[src/rtl/wifi_tx_pkg.sv]
// rtl/wifi_tx_pkg.sv - rate codes and puncturing keep-mask table shared by TX puncturer and RX depuncturer
package wifi_tx_pkg;

    typedef enum logic [1:0] {
        RATE_1_2  = 2'b00,
        RATE_2_3  = 2'b01,
        RATE_3_4  = 2'b10,
        RATE_RSVD = 2'b11
    } rate_e;

    // Number of pattern phases per rate; the reserved code behaves as rate 1/2.
    function automatic logic [1:0] phase_mod(input rate_e r);
        case (r)
            RATE_2_3: return 2'd2;
            RATE_3_4: return 2'd3;
            default:  return 2'd1;
        endcase
    endfunction

    // {keepA, keepB}; every entry keeps at least one bit.
    function automatic logic [1:0] keep_mask(input rate_e r, input logic [1:0] ph);
        case (r)
            RATE_2_3: return (ph == 2'd1) ? 2'b10 : 2'b11;
            RATE_3_4: begin
                if (ph == 2'd1)      return 2'b10;
                else if (ph == 2'd2) return 2'b01;
                else                 return 2'b11;
            end
            default:  return 2'b11;
        endcase
    endfunction

endpackage

[src/rtl/wifi_tx_punct_pattern.sv]
// rtl/wifi_tx_punct_pattern.sv - combinational (rate, phase) to keep mask and next phase
module wifi_tx_punct_pattern
    import wifi_tx_pkg::*;
(
    input  rate_e      i_rate,
    input  logic [1:0] i_phase,
    output logic [1:0] o_keep,
    output logic [1:0] o_phase_next
);

    logic [1:0] w_mod;
    logic [1:0] w_phase_inc;

    always_comb begin
        w_mod        = phase_mod(i_rate);
        w_phase_inc  = i_phase + 2'd1;
        o_keep       = keep_mask(i_rate, i_phase);
        o_phase_next = (w_phase_inc >= w_mod) ? 2'd0 : w_phase_inc;
    end

endmodule

[src/rtl/wifi_tx_puncturer.sv]
// rtl/wifi_tx_puncturer.sv - 802.11a puncturer: encoder pairs in, punctured serial bits out
module wifi_tx_puncturer
    import wifi_tx_pkg::*;
(
    input  logic       clk,
    input  logic       reset,
    input  logic       enable,
    input  logic [1:0] rate,
    input  logic       valid_in,
    input  logic [1:0] data_in,
    input  logic       last_in,
    output logic       in_ready,
    output logic       valid_out,
    output logic       data_out,
    output logic       last_out
);

    logic [1:0] r_buf;
    logic [1:0] r_buf_last;
    logic [1:0] r_cnt;
    logic [1:0] r_phase;
    rate_e      r_rate_q;
    logic       r_frame_active;

    logic       w_accept;
    rate_e      w_rate_eff;
    logic [1:0] w_keep;
    logic [1:0] w_phase_next;
    logic [1:0] w_n_keep;
    logic [1:0] w_cnt_nxt;
    logic [1:0] w_buf_nxt;
    logic [1:0] w_last_nxt;

    assign in_ready   = enable && (r_cnt <= 2'd1);
    assign w_accept   = valid_in && in_ready;
    assign w_rate_eff = r_frame_active ? r_rate_q : rate_e'(rate);

    wifi_tx_punct_pattern u_pattern (
        .i_rate       (w_rate_eff),
        .i_phase      (r_phase),
        .o_keep       (w_keep),
        .o_phase_next (w_phase_next)
    );

    // Accept needs cnt<=1 and the head leaves the same cycle, so an accepted
    // pair always lands in an empty buffer starting at slot 0.
    always_comb begin
        w_buf_nxt  = {1'b0, r_buf[1]};
        w_last_nxt = {1'b0, r_buf_last[1]};
        w_cnt_nxt  = (r_cnt != 2'd0) ? r_cnt - 2'd1 : 2'd0;
        w_n_keep   = 2'd0;
        if (w_accept) begin
            case (w_keep)
                2'b11: begin
                    w_buf_nxt  = {data_in[0], data_in[1]};
                    w_last_nxt = {last_in, 1'b0};
                    w_n_keep   = 2'd2;
                end
                2'b10: begin
                    w_buf_nxt  = {1'b0, data_in[1]};
                    w_last_nxt = {1'b0, last_in};
                    w_n_keep   = 2'd1;
                end
                2'b01: begin
                    w_buf_nxt  = {1'b0, data_in[0]};
                    w_last_nxt = {1'b0, last_in};
                    w_n_keep   = 2'd1;
                end
                default: ;
            endcase
            w_cnt_nxt = w_n_keep;
        end
    end

    always_ff @(posedge clk or negedge reset) begin
        if (!reset) begin
            valid_out      <= 1'b0;
            data_out       <= 1'b0;
            last_out       <= 1'b0;
            r_buf          <= 2'b00;
            r_buf_last     <= 2'b00;
            r_cnt          <= 2'd0;
            r_phase        <= 2'd0;
            r_rate_q       <= RATE_1_2;
            r_frame_active <= 1'b0;
        end else if (enable) begin
            valid_out  <= (r_cnt != 2'd0);
            last_out   <= (r_cnt != 2'd0) && r_buf_last[0];
            if (r_cnt != 2'd0) begin
                data_out <= r_buf[0];
            end
            r_buf      <= w_buf_nxt;
            r_buf_last <= w_last_nxt;
            r_cnt      <= w_cnt_nxt;
            if (w_accept) begin
                r_phase        <= last_in ? 2'd0 : w_phase_next;
                r_frame_active <= !last_in;
                if (!r_frame_active) begin
                    r_rate_q <= w_rate_eff;
                end
            end
        end else begin
            valid_out <= 1'b0;
            last_out  <= 1'b0;
        end
    end

endmodule

[config.mk]
export PLATFORM = sky130hd
export DESIGN_NAME = wifi_tx_puncturer
export DESIGN_NICKNAME = d
export VERILOG_FILES = /design/src/rtl/wifi_tx_pkg.sv /design/src/rtl/wifi_tx_punct_pattern.sv /design/src/rtl/wifi_tx_puncturer.sv
export SDC_FILE = /design/constraint.sdc
export NUM_CORES = 1
export LEC_CHECK = 0
export BUFFER_PORTS_ARGS = -buffer_cell sky130_fd_sc_hd__buf_4
export CORE_ASPECT_RATIO = 0.9
export CORE_MARGIN = 1
export CORE_UTILIZATION = 45
export DETAILED_ROUTE_END_ITERATION = 6
export PLACE_DENSITY = 0.66
export SLEW_MARGIN = 5
export SYNTH_ARGS = -nofsm -noshare
export SYNTH_HDL_FRONTEND = slang
export SYNTH_SLANG_ARGS = --single-unit
[constraint.sdc]
create_clock -name clk -period 2.7 [get_ports clk]
set_clock_uncertainty 0.15 [all_clocks]
set_input_delay 0.135 -clock clk [delete_from_list [all_inputs] [get_ports clk]]
set_output_delay 0.135 -clock clk [all_outputs]
set_load 0.005 [all_outputs]
======== Word level (Yosys, flattened, before mapping) ========
Index checks and enable logic that the tools add are counted.
storage, ports and cells
  flip-flop bits (word level) ............. 14
  bits of input ports ..................... 9
  output and inout port bits .............. 4
  logic and storage cells ................. 47
operators by class
  $add $sub $neg .......................... 2
  $lt $le $gt $ge ......................... 2
  eq/ne operators ......................... 7
  multiplexer cells ....................... 17
  bitwise operators ....................... 1
  reductions and logical operators ........ 9
operators by type and width
  kind                   number
  $mux W2                9
  $pmux W2 S2            4
  $eq A2 B2 Y1 const B   4
  $eq A2 B1 Y1 const B   3
  $pmux W2 S3            1
  $reduce_and A2 Y1      2
  $logic_and A1 B1 Y1    3
  $mux W1                3
  $reduce_and A3 Y1      1
  $add A2 B1 Y2 const B  1
  $ge A2 B2 Y1           1
  $le A2 B1 Y1 const B   1
  $reduce_bool A2 Y1     1
  $reduce_or A2 Y1       1
  $sub A2 B1 Y2 const B  1
  $logic_not A1 Y1       1
  $not A1 Y1             1

======== Logic depth before layout (Yosys ltp) ========
  depth after elaboration ................. 8
  depth in mapped cells ................... 10
  depth with buffers taken out ............ 10

======== Modules after synthesis ========
Synthesis repeated with hierarchy kept, for this count alone.
second synthesis, totals
  cell total of the unflattened synthesis .. 81
  area total of the unflattened synthesis .. 858.3 µm²
modules (own cells, without submodules)
  module                 times used  cells an instance  area each (µm²)  sequential area each (µm²)
  wifi_tx_puncturer      1           61                 708.2            350.3
  wifi_tx_punct_pattern  1           20                 150.1            0.0

======== Least setup slack after synthesis ========
No wires, ideal clock.
  path type ............................... register to register
  start ................................... reg r_frame_active
  end ..................................... reg r_cnt[0]
  setup time .............................. 0.123 ns
  arrival ................................. 1.957 ns
  required time ........................... 2.427 ns
  setup slack ............................. 0.470 ns
  stages on the path, launching flop included .. 9
  path buffers ............................ 0
  period minus slack after synthesis ...... 2.230 ns
  cells stage by stage .................... dfrtp_1 mux2i_1 inv_1 ha_1 or2_2 ha_1 and3b_1 a21oi_1 a21oi_1
between the ends
  word-level cells in the longest chain between the ends .. 7
RTL lines
  what                                          line                        source
  from (decl)                                   wifi_tx_puncturer.sv:23     logic r_frame_active;
  from (signal assigned)                        wifi_tx_puncturer.sv:97     r_frame_active <= !last_in;
  $mux W2 (*)                                   wifi_tx_puncturer.sv:36     assign w_rate_eff = r_frame_active ? r_rate_q : rate_e'(rate);
  via u_pattern.i_rate[1]                       wifi_tx_punct_pattern.sv:5  input rate_e i_rate,
  $eq A2 B2 Y1 or $eq A2 B1 Y1 (tied branches)  n/a
  $pmux W2 S2 (*)                               wifi_tx_pkg.sv:22           case (r)
  $eq A2 B1 Y1 or $eq A2 B2 Y1 (tied branches)  wifi_tx_puncturer.sv:53     case (w_keep)
  $reduce_or A2 Y1 (no source line)             n/a
  $pmux W2 S2 (*)                               wifi_tx_puncturer.sv:53
  $mux W2 (*)                                   wifi_tx_puncturer.sv:52     if (w_accept) begin
  to (signal assigned)                          wifi_tx_puncturer.sv:94     r_cnt <= w_cnt_nxt;
  to (decl)                                     wifi_tx_puncturer.sv:20     logic [1:0] r_cnt;
The timed path passes the listed nets; every way through them passes the cells marked *.
A chain may end at the register's enable or synchronous reset.

======== Worst setup path after layout ========
  start ................................... in rate[1]
  end ..................................... reg r_buf[0]
between the ends
  word-level cells in the longest chain between the ends .. 6
RTL lines
  what                                          line                        source
  from (decl)                                   wifi_tx_puncturer.sv:8      input logic [1:0] rate,
  $mux W2 (*)                                   wifi_tx_puncturer.sv:36
  via u_pattern.i_rate[1]                       wifi_tx_punct_pattern.sv:5
  $eq A2 B2 Y1 or $eq A2 B1 Y1 (tied branches)  n/a
  $pmux W2 S2 (*)                               wifi_tx_pkg.sv:22
  $eq A2 B1 Y1 or $eq A2 B2 Y1 (tied branches)  wifi_tx_puncturer.sv:53
  $pmux W2 S3 (*)                               wifi_tx_puncturer.sv:53
  $mux W2 (*)                                   wifi_tx_puncturer.sv:52
  to (signal assigned)                          wifi_tx_puncturer.sv:92     r_buf <= w_buf_nxt;
  to (decl)                                     wifi_tx_puncturer.sv:18     logic [1:0] r_buf;
Marks and branches as above.

==> results.yml <==
setup_path:
  r2r.worst_path.cells: 10
  path_class: "in -> reg"
  crit_fanout: 4
  rr_startpoint: "r_frame_active$_DFFE_PN0P_"
  crit_path_end_kind: "flop"
  crit_required_ns: 2.73
  r2r_slack_ns: 0.29
  arrival_ns: 2.45
  r2r-end: "r_buf[0]$_DFFE_PN0P_"
  crit_path_start_kind: "input port"
min_path:
  hold_path_depth: 3
  hold_end: "r_phase[0]$_DFFE_PN0P_"
  hold_path_class: "in -> reg"
  min_from: "valid_in"
placed_design:
  placed_area_um2: 951
  portBuffers: 12
  dp_hpwl_mm: 1.11
  gp_congestion: 0.723
logic_synthesis:
  syn_nets: 100
  synth_top_family_by_area: "adder cells"
  synth_edf_count: 0
  synth_area_per_cell_um2: 10.5
  synth-async-reset-ratio_pct: 100
  synth_top_area_cell: "dfrtp_1"
  synth.mux.area_fraction_pct: 7.31
  synthAdderAreaFrac_pct: 16.4
  syn_area_um2: 838
  synth.distinct_cells: 26
  ys_seq_area_share_pct: 41.8
  synth.most_common_cell: "dfrtp_1"
  synth_seq_cells: 14
  synth_top_area_share_pct: 41.8
  synth_xor_area_share_pct: 0
  ys_top_cells_by_count: "dfrtp_1, ha_1, inv_1"
  syn-instance-count: 80
  ys_top_cells_by_area: "dfrtp_1, ha_1, inv_1"
  synth-simple-area-share_pct: 16.1
  synth_ff_type: "dfrtp_1"
  synth-compound-area-share_pct: 13.0
  yosysWarnings: 0
final_layout:
  nets: 122
  final.fill_count: 151
  fin_area_um2: 1050
  antennaDiodeCount: 0
  drive_above_1_share_pct: 22.8
  final_util_pct: 61.0
  area_growth_pct: 24.9
drt:
  drt_iter0_drc: 11
  first_pass_iters: 3
  viasPerCell: 5.02
  drc: 0
  wl_per_cell_um: 11.9
  final_antenna_net_count: 0
  drt-total-wl_mm: 1.49
  vias: 628
timing:
  slew_violations: 0
  hold_viol: 0
  finalCritPeriodShare_pct: 89.9
  fmax_mhz: 412
  tightest_slew_ns: 0.300
  finalSetupViolCount: 0
  tns_ns: 0
  rsz0062_at_grt: "false"
  period_needed_ns: 2.43
  maxSlewHeadroom_pct: 79.8
die:
  top_level_ports: 13
  die_area_um2: 2040
  fp.dieW_um: 47.5
  die_h_um: 42.9
  rows: 14
  core_area_um2: 1720
  initial_core_util_pct: 48.8
global_route:
  antenna_found_initial: 0
  grt_pass1_wl_mm: 2.54
  grt_pass1_vias: 641
  grt_max_degree: 15
  grt.overflow.total: 0
  track_usage_pct: 18.1
cts:
  cts_buffers: 3
  cts_tree: "done"
  htreeDepth: 1
  clkLatencyLatePin_ns: 0.28
  ctsRootBufferMaster: "clkbuf_4"
  cts_buffer_depth: 2
  clk_pin_slew_ns: 0.08
  cts.sinks: 14
  cts_setup_buffers: 0
job:
  maxCapViolCount: 0
power_and_ir_drop:
  total_power_uw: 1040
  power.density_nw_per_um2: 997
  power_leakage_uw: 0.000535
  vdd_drop_max_mv: 0.523
outcome:
  outcome: "finished, final reports clean"
logic make-up (layout without fill, tap and decap cells):
group                      Yosys count  count (layout)
and+or+nand+nor                     22              22
AOI/OAI and AO/OA                   17              17
DFF                                 14              14
adders and majority gates           11              11
buffers and inverters               11              32
muxes                                5               5
registers in the layout, summed over array words and instances (netlist names):
name,count
data_out,1
last_out,1
r_buf,2
r_buf_last,2
r_cnt,2
r_frame_active,1
r_phase,2
r_rate_q,2
valid_out,1
cell type report:
class                   count  area (µm²)  area share, %
clock buffers               4        36.3           3.46
inverters                  10        37.5           3.58
multi-input cells          55         443           42.3
flip-flops and latches     14         350           33.5
well taps                  24        30.0           2.87
repair buffers             18         150           14.3
routing by layer:
layer	part of all wire, %	vias up	track usage (%)
li1	-	318	-
met1	45	298	21.6
met2	50	10	30.7
met3	3.4	2	6.38
met4	0.87	0	3.43
met5	0	-	0
layout by cell type (no fill, tap or decap), types with 2 or more instances in the layout:
cell type      count
inv_1             10
dlygate4sd3_1      6
nand2_1            4
dfrtp_1           14
a21oi_1            3
buf_4             12
clkbuf_4           3
mux2i_1            2
o21ai_0            5
mux2_4             2
nand3_1            2
nor2_2             2
ha_1              11
nor2_1             5
a32o_1             2
and2_1             2
a31oi_1            3
worst max-delay path by stage:
stage	depth (start not counted)	startpoint	slack, ns	endpoint
after floorplan	8	r_frame_active$_DFFE_PN0P_	0.47	r_cnt[0]$_DFFE_PN0P_
after global placement	10	r_frame_active$_DFFE_PN0P_	0.32	r_buf[0]$_DFFE_PN0P_
after detailed placement	10	r_frame_active$_DFFE_PN0P_	0.24	r_buf[0]$_DFFE_PN0P_
after CTS	10	r_frame_active$_DFFE_PN0P_	0.23	r_buf[0]$_DFFE_PN0P_
after global routing	10	r_frame_active$_DFFE_PN0P_	0.03	r_buf_last[0]$_DFFE_PN0P_
final	12	rate[1]	0.27	r_buf[0]$_DFFE_PN0P_
where the power goes:
| part | leakage [µW] | total (µW) | internal (µW) | switching [µW] |
|---|---|---|---|---|
| clock network | 0.0000210 | 152 | 82.2 | 69.8 |
| registers | 0.000179 | 358 | 293 | 65.7 |
| logic | 0.000335 | 534 | 270 | 264 |
metrics by stage:
stage	hold WS (ns)	setup WS [ns]	instances
global placement	-0.155	0.318	115
finish	0.0178	0.272	125
detailed placement	-0.154	0.244	115
floorplan	-0.311	0.470	80
global route	0.0207	0.0251	125
CTS	0.0151	0.230	125
critical path, cell delays in order:
cell and delay [ns]:
dlygate4sd3_1 0.55, buf_4 0.14, mux2i_1 0.19, inv_1 0.07
ha_1 0.33, nor2_1 0.06, o21ai_1 0.17, inv_1 0.10
ha_1 0.21, and4bb_1 0.28, and3_1 0.16, o2bb2ai_1 0.07
repair_timing:
action	4_1_cts	5_1_grt
endpoints found under the hold margin	22	0
setup endpoints to repair	0	2
resized for setup	0	1
hold buffers	6	0
Note: power is estimated with default switching activity, not from simulation.
